[config.mk]
export PLATFORM = sky130hd
export DESIGN_NAME = calc_exec
export DESIGN_NICKNAME = d
export VERILOG_FILES = /design/src/rtl/calc_exec.sv
export SDC_FILE = /design/constraint.sdc
export NUM_CORES = 2
export LEC_CHECK = 0
export ABC_AREA = 1
export CORE_AREA = 2 2 213 215
export CTS_CLUSTER_SIZE = 16
export DETAILED_ROUTE_END_ITERATION = 12
export DIE_AREA = 0 0 215 217
export PLACE_DENSITY = 0.79
export SLEW_MARGIN = 20
export SYNTH_ARGS = -nofsm -noshare
export SYNTH_HDL_FRONTEND = slang
export SYNTH_SLANG_ARGS = --single-unit
[constraint.sdc]
create_clock -name clk -period 13 [get_ports clk]
set_input_delay 1.95 -clock clk [delete_from_list [all_inputs] [get_ports clk]]
set_output_delay 1.95 -clock clk [all_outputs]
set_load 0.01 [all_outputs]
[src/rtl/calc_exec.sv]
// RPN command sequencer: validates stack depth for one command, then drives the
// operand stack through the pop/compute/push sequence and reports status.
module calc_exec #(
  parameter int DEPTH = 512,
  parameter int W     = 32
) (
  input  logic         clk,
  input  logic         reset,
  input  logic         cmd_valid,
  input  logic [3:0]   cmd_op,
  input  logic [W-1:0] cmd_num,
  output logic         busy,
  output logic         done,
  output logic         err,
  output logic [1:0]   err_code,
  output logic [W-1:0] result,
  output logic         stk_push,
  output logic         stk_pop,
  output logic [W-1:0] stk_in,
  input  logic [9:0]   stk_size,
  input  logic [W-1:0] stk_top,
  input  logic         stk_error,
  output logic         stack_fault
);

  // Handshake: a command is taken on any edge where cmd_valid=1 and busy=0;
  // busy stays high until the single-cycle done pulse, and requests seen while
  // busy are dropped rather than queued.

  localparam logic [3:0] OP_NOP   = 4'd0;
  localparam logic [3:0] OP_PUSH  = 4'd1;
  localparam logic [3:0] OP_ADD   = 4'd2;
  localparam logic [3:0] OP_SUB   = 4'd3;
  localparam logic [3:0] OP_MUL   = 4'd4;
  localparam logic [3:0] OP_NEG   = 4'd5;
  localparam logic [3:0] OP_DUP   = 4'd6;
  localparam logic [3:0] OP_SWAP  = 4'd7;
  localparam logic [3:0] OP_DROP  = 4'd8;
  localparam logic [3:0] OP_CLEAR = 4'd9;

  localparam logic [1:0] EC_OK      = 2'd0;
  localparam logic [1:0] EC_UNDER   = 2'd1;
  localparam logic [1:0] EC_OVER    = 2'd2;
  localparam logic [1:0] EC_ILLEGAL = 2'd3;

  localparam logic [9:0] DEPTH_L = 10'(DEPTH);

  typedef enum logic [2:0] {
    S_IDLE, S_PUSH, S_POP_B, S_POP_A, S_PUSH2, S_CLR, S_DONE
  } state_t;

  state_t       state;
  logic [3:0]   op;
  logic [W-1:0] b;
  logic [W-1:0] pdata;
  logic [W-1:0] pdata2;

  logic [1:0]   acc_code;
  state_t       acc_next;
  logic         full;
  logic [W-1:0] alu;

  assign full = (stk_size >= DEPTH_L);

  // Depth pre-check on the stack size seen at the acceptance edge.
  always_comb begin
    acc_code = EC_OK;
    acc_next = S_DONE;
    case (cmd_op)
      OP_NOP: acc_next = S_DONE;
      OP_PUSH: begin
        if (full) acc_code = EC_OVER;
        else      acc_next = S_PUSH;
      end
      OP_ADD, OP_SUB, OP_MUL, OP_SWAP: begin
        if (stk_size < 10'd2) acc_code = EC_UNDER;
        else                  acc_next = S_POP_B;
      end
      OP_NEG, OP_DROP: begin
        if (stk_size == 10'd0) acc_code = EC_UNDER;
        else                   acc_next = S_POP_B;
      end
      OP_DUP: begin
        if (stk_size == 10'd0) acc_code = EC_UNDER;
        else if (full)         acc_code = EC_OVER;
        else                   acc_next = S_PUSH;
      end
      OP_CLEAR: acc_next = S_CLR;
      default:  acc_code = EC_ILLEGAL;
    endcase
  end

  // In POP_A stk_top already shows operand a; b was latched a cycle earlier.
  always_comb begin
    alu = '0;
    case (op)
      OP_ADD:  alu = stk_top + b;
      OP_SUB:  alu = stk_top - b;
      OP_MUL:  alu = stk_top * b;
      OP_SWAP: alu = b;
      default: alu = '0;
    endcase
  end

  always_ff @(posedge clk) begin
    if (reset) begin
      state       <= S_IDLE;
      op          <= OP_NOP;
      b           <= '0;
      pdata       <= '0;
      pdata2      <= '0;
      err         <= 1'b0;
      err_code    <= EC_OK;
      result      <= '0;
      stack_fault <= 1'b0;
    end else begin
      if (state != S_IDLE && stk_error) stack_fault <= 1'b1;
      case (state)
        S_IDLE: begin
          if (cmd_valid) begin
            op       <= cmd_op;
            err      <= (acc_code != EC_OK);
            err_code <= acc_code;
            pdata    <= (cmd_op == OP_DUP) ? stk_top : cmd_num;
            state    <= acc_next;
          end
        end
        S_POP_B: begin
          b <= stk_top;
          case (op)
            OP_NEG: begin
              pdata <= '0 - stk_top;
              state <= S_PUSH;
            end
            OP_DROP: state <= S_DONE;
            default: state <= S_POP_A;
          endcase
        end
        S_POP_A: begin
          pdata  <= alu;
          pdata2 <= stk_top;
          state  <= S_PUSH;
        end
        S_PUSH: begin
          result <= pdata;
          state  <= (op == OP_SWAP) ? S_PUSH2 : S_DONE;
        end
        S_PUSH2: begin
          result <= pdata2;
          state  <= S_DONE;
        end
        S_CLR: begin
          if (stk_size == 10'd0) state <= S_DONE;
        end
        S_DONE:  state <= S_IDLE;
        default: state <= S_IDLE;
      endcase
    end
  end

  assign busy     = (state != S_IDLE);
  assign done     = (state == S_DONE);
  assign stk_push = (state == S_PUSH) || (state == S_PUSH2);
  assign stk_pop  = (state == S_POP_B) || (state == S_POP_A) ||
                    ((state == S_CLR) && (stk_size != 10'd0));
  assign stk_in   = (state == S_PUSH)  ? pdata  :
                    (state == S_PUSH2) ? pdata2 : '0;

endmodule

==> results.toml <==
[floorplanning]
initial_core_util_pct = 59.2
core_um2 = 44700
die_w_um = 215
row_count = 78
die-area_um2 = 46700
io_pins = 154
fp.dieH_um = 217

[sta]
timing_hold_violations_final = 0
fmax_ghz = 0.109
rsz0062_at_grt = "no"
maxSlewViolCount = 0
tightest_slew_ns = 1.15
relSlewSlack_pct = 23.3
fin_skew_ns = 0.00775
period_needed_ns = 9.17
period_share_pct = 70.6
finalSetupViolCount = 0
tns_ns = 0

[clock_network]
ctsHoldBuffers = 0
clkLatencyLatePin_ns = 0.44
clockBufferDepth = 2
cts_tree = "done"
clock-sinks = 139
cts_resized = 0
htree_num_levels = 4
post-cts-setup-buffers = 0
cts_buffers = 17
ctsRootBufferMaster = "clkbuf_16"
path_clk_slew_ns = 0.06

[worst_hold_path]
hold_path.class = "register to register"

[yosys]
synth_nets = 4435
syn_area_per_cell_um2 = 6.99
synth_edf_count = 0
synthTopCellsByCount = "nand2_1, inv_1, fa_1, a21oi_1, o21ai_0"
synth_top_area_share_pct = 30.9
ys_async_sr_fraction_pct = 0
syn_area_um2 = 26500
synth_cell_types = 52
syn_inst = 3787
yosys_warnings = 0
yosys.cell_count.top_type = "nand2_1"
ys_top_cells_by_area = "fa_1, nand2_1, inv_1"
ys.flop_type = "dfxtp_1"
ys_seq_area_share_pct = 10.5
synth_seq_cells = 139
yosys.area.top_type = "fa_1"

[placement]
gp_congestion = 1.01
dp_hpwl_um = 61300
port_buffers = 153

[layout]
ff_latch_area_um2 = 2790
fin_nets = 4456
multi_input_area_um2 = 19500
syn_to_final_growth_pct = 9.46
n_antenna_cell = 0
drive_gt1_share_pct = 3.27
nFillCells = 4096

[route]
wl_um = 82400
num_vias = 24813
routed_via_density = 5.61
wire_per_inst_um = 18.6
dr.pass1.iters = 6
drc_errors = 0
drt_iter0_markers = 2227
ant_nets = 0

[setup_path]
startpoint_type = "input port"
path_delay_family = "adder cells"
critical_path.max_fanout = 21
critical-path-max-stage-delay_ns = 1.22
critPathSlowestCell = "clkdlybuf4s50_1"
end_kind = "register"
cpMostUsedCell = "fa_1"
worst_ep_arrival_time_ns = 9.54
crit_buf_inv = 7
critPathKind = "input port to register"
cp.required_ns = 13.37

[global_route]
grtUsageTotal_pct = 36.3
grt_pass1_wl_um = 133000
antenna_found_initial = 0
gr-total-overflow = 0
grt_max_degree = 97
grt_pass1_vias = 25044

[status]
status = "complete, no violations"

[run]
cap_viol_max_count = 0
layer usage:
layer / global-route usage (%) / share of wire (%) / vias to the layer above / wire length (µm)
li1: - / - / 11524 / -
met1: 48.9 / 41 / 11745 / 33400
met2: 57.0 / 44 / 1314 / 36100
met3: 7.21 / 11 / 230 / 8970
met4: 16.6 / 4.8 / 0 / 3920
met5: 0 / 0 / - / 0
per-stage QoR:
step | hold slack, ns | instance area, µm² | setup slack [ns] | instances | utilization [%]
floorplan | 0.447 | 26500 | 4.69 | 3787 | -
global placement | 0.453 | 28400 | 3.65 | 4389 | 63.4
detailed placement | 0.455 | 28400 | 3.46 | 4389 | 63.4
CTS | 0.465 | 29000 | 3.94 | 4420 | 64.8
global route | 0.498 | 29000 | 3.53 | 4420 | 64.8
finish | 0.466 | 29000 | 3.83 | 4420 | 64.8
final timing paths:
check                           cells past startpoint  slack [ns]         from     endpoint
worst min register to register                      2        0.47  err_code[1]  err_code[1]
worst max register to register                     25        5.54         b[7]    pdata[30]
worst max-delay path                               27        3.83   stk_top[4]    pdata[30]
worst min-delay path                                2        0.47  err_code[1]  err_code[1]
kinds of logic after synthesis:
family                   after synthesis  share of synthesized area (%)
XOR/XNOR                              47                           1.56
AND/OR/NAND/NOR                     1333                           20.8
flip-flops                           139                           10.5
buffers and inverters               1119                           16.0
AO/OA/AOI/OAI                        583                           12.7
adder cells (fa/ha/maj)              566                           38.4
cells in the final DEF (no fill, tap or decap), drive strengths merged, types with 2 or more instances in the layout:
cell / count
o221ai: 8
clkbuf: 19
nand3b: 20
o211ai: 21
a41oi: 8
a211oi: 15
or2: 8
buf: 54
a32o: 27
a21boi: 4
a31oi: 10
o21ai: 203
ha: 157
nand2: 917
o21a: 8
nor4: 11
nor3: 38
a2111oi: 5
inv: 916
nand4: 25
xnor2: 11
clkinv: 7
a21oi: 241
o211a: 2
a21o: 8
nand3: 124
o21bai: 6
clkdlybuf4s50: 152
o31ai: 4
o311ai: 2
a22oi: 3
dfxtp: 139
fa: 409
xor2: 36
nor2: 190
a221oi: 4
bufinv: 3
tightest hold or removal path: cells and delay by family (launching register included):
family / cells / cell delay, ns
AO/OA/AOI/OAI: 1 / 0.06
flip-flops: 1 / 0.31
AND/OR/NAND/NOR: 1 / 0.06
registers in the layout, indices dropped and copies added (netlist names):
name / cells
pdata2: 32
err_code: 2
result: 32
err: 1
pdata: 32
op: 4
state: 3
stack_fault: 1
b: 32
cell type report:
class,instances,area share (%)
clock buffer,19,1.53
clock inverter,12,0.562
inverter,915,11.9
multi-input combinational,2529,67.2
sequential,139,9.62
tap,600,2.59
timing repair buffer,206,6.65
Power is not shown: default switching activity piles up to over one toggle a cycle in this logic, so the estimate is an artifact.
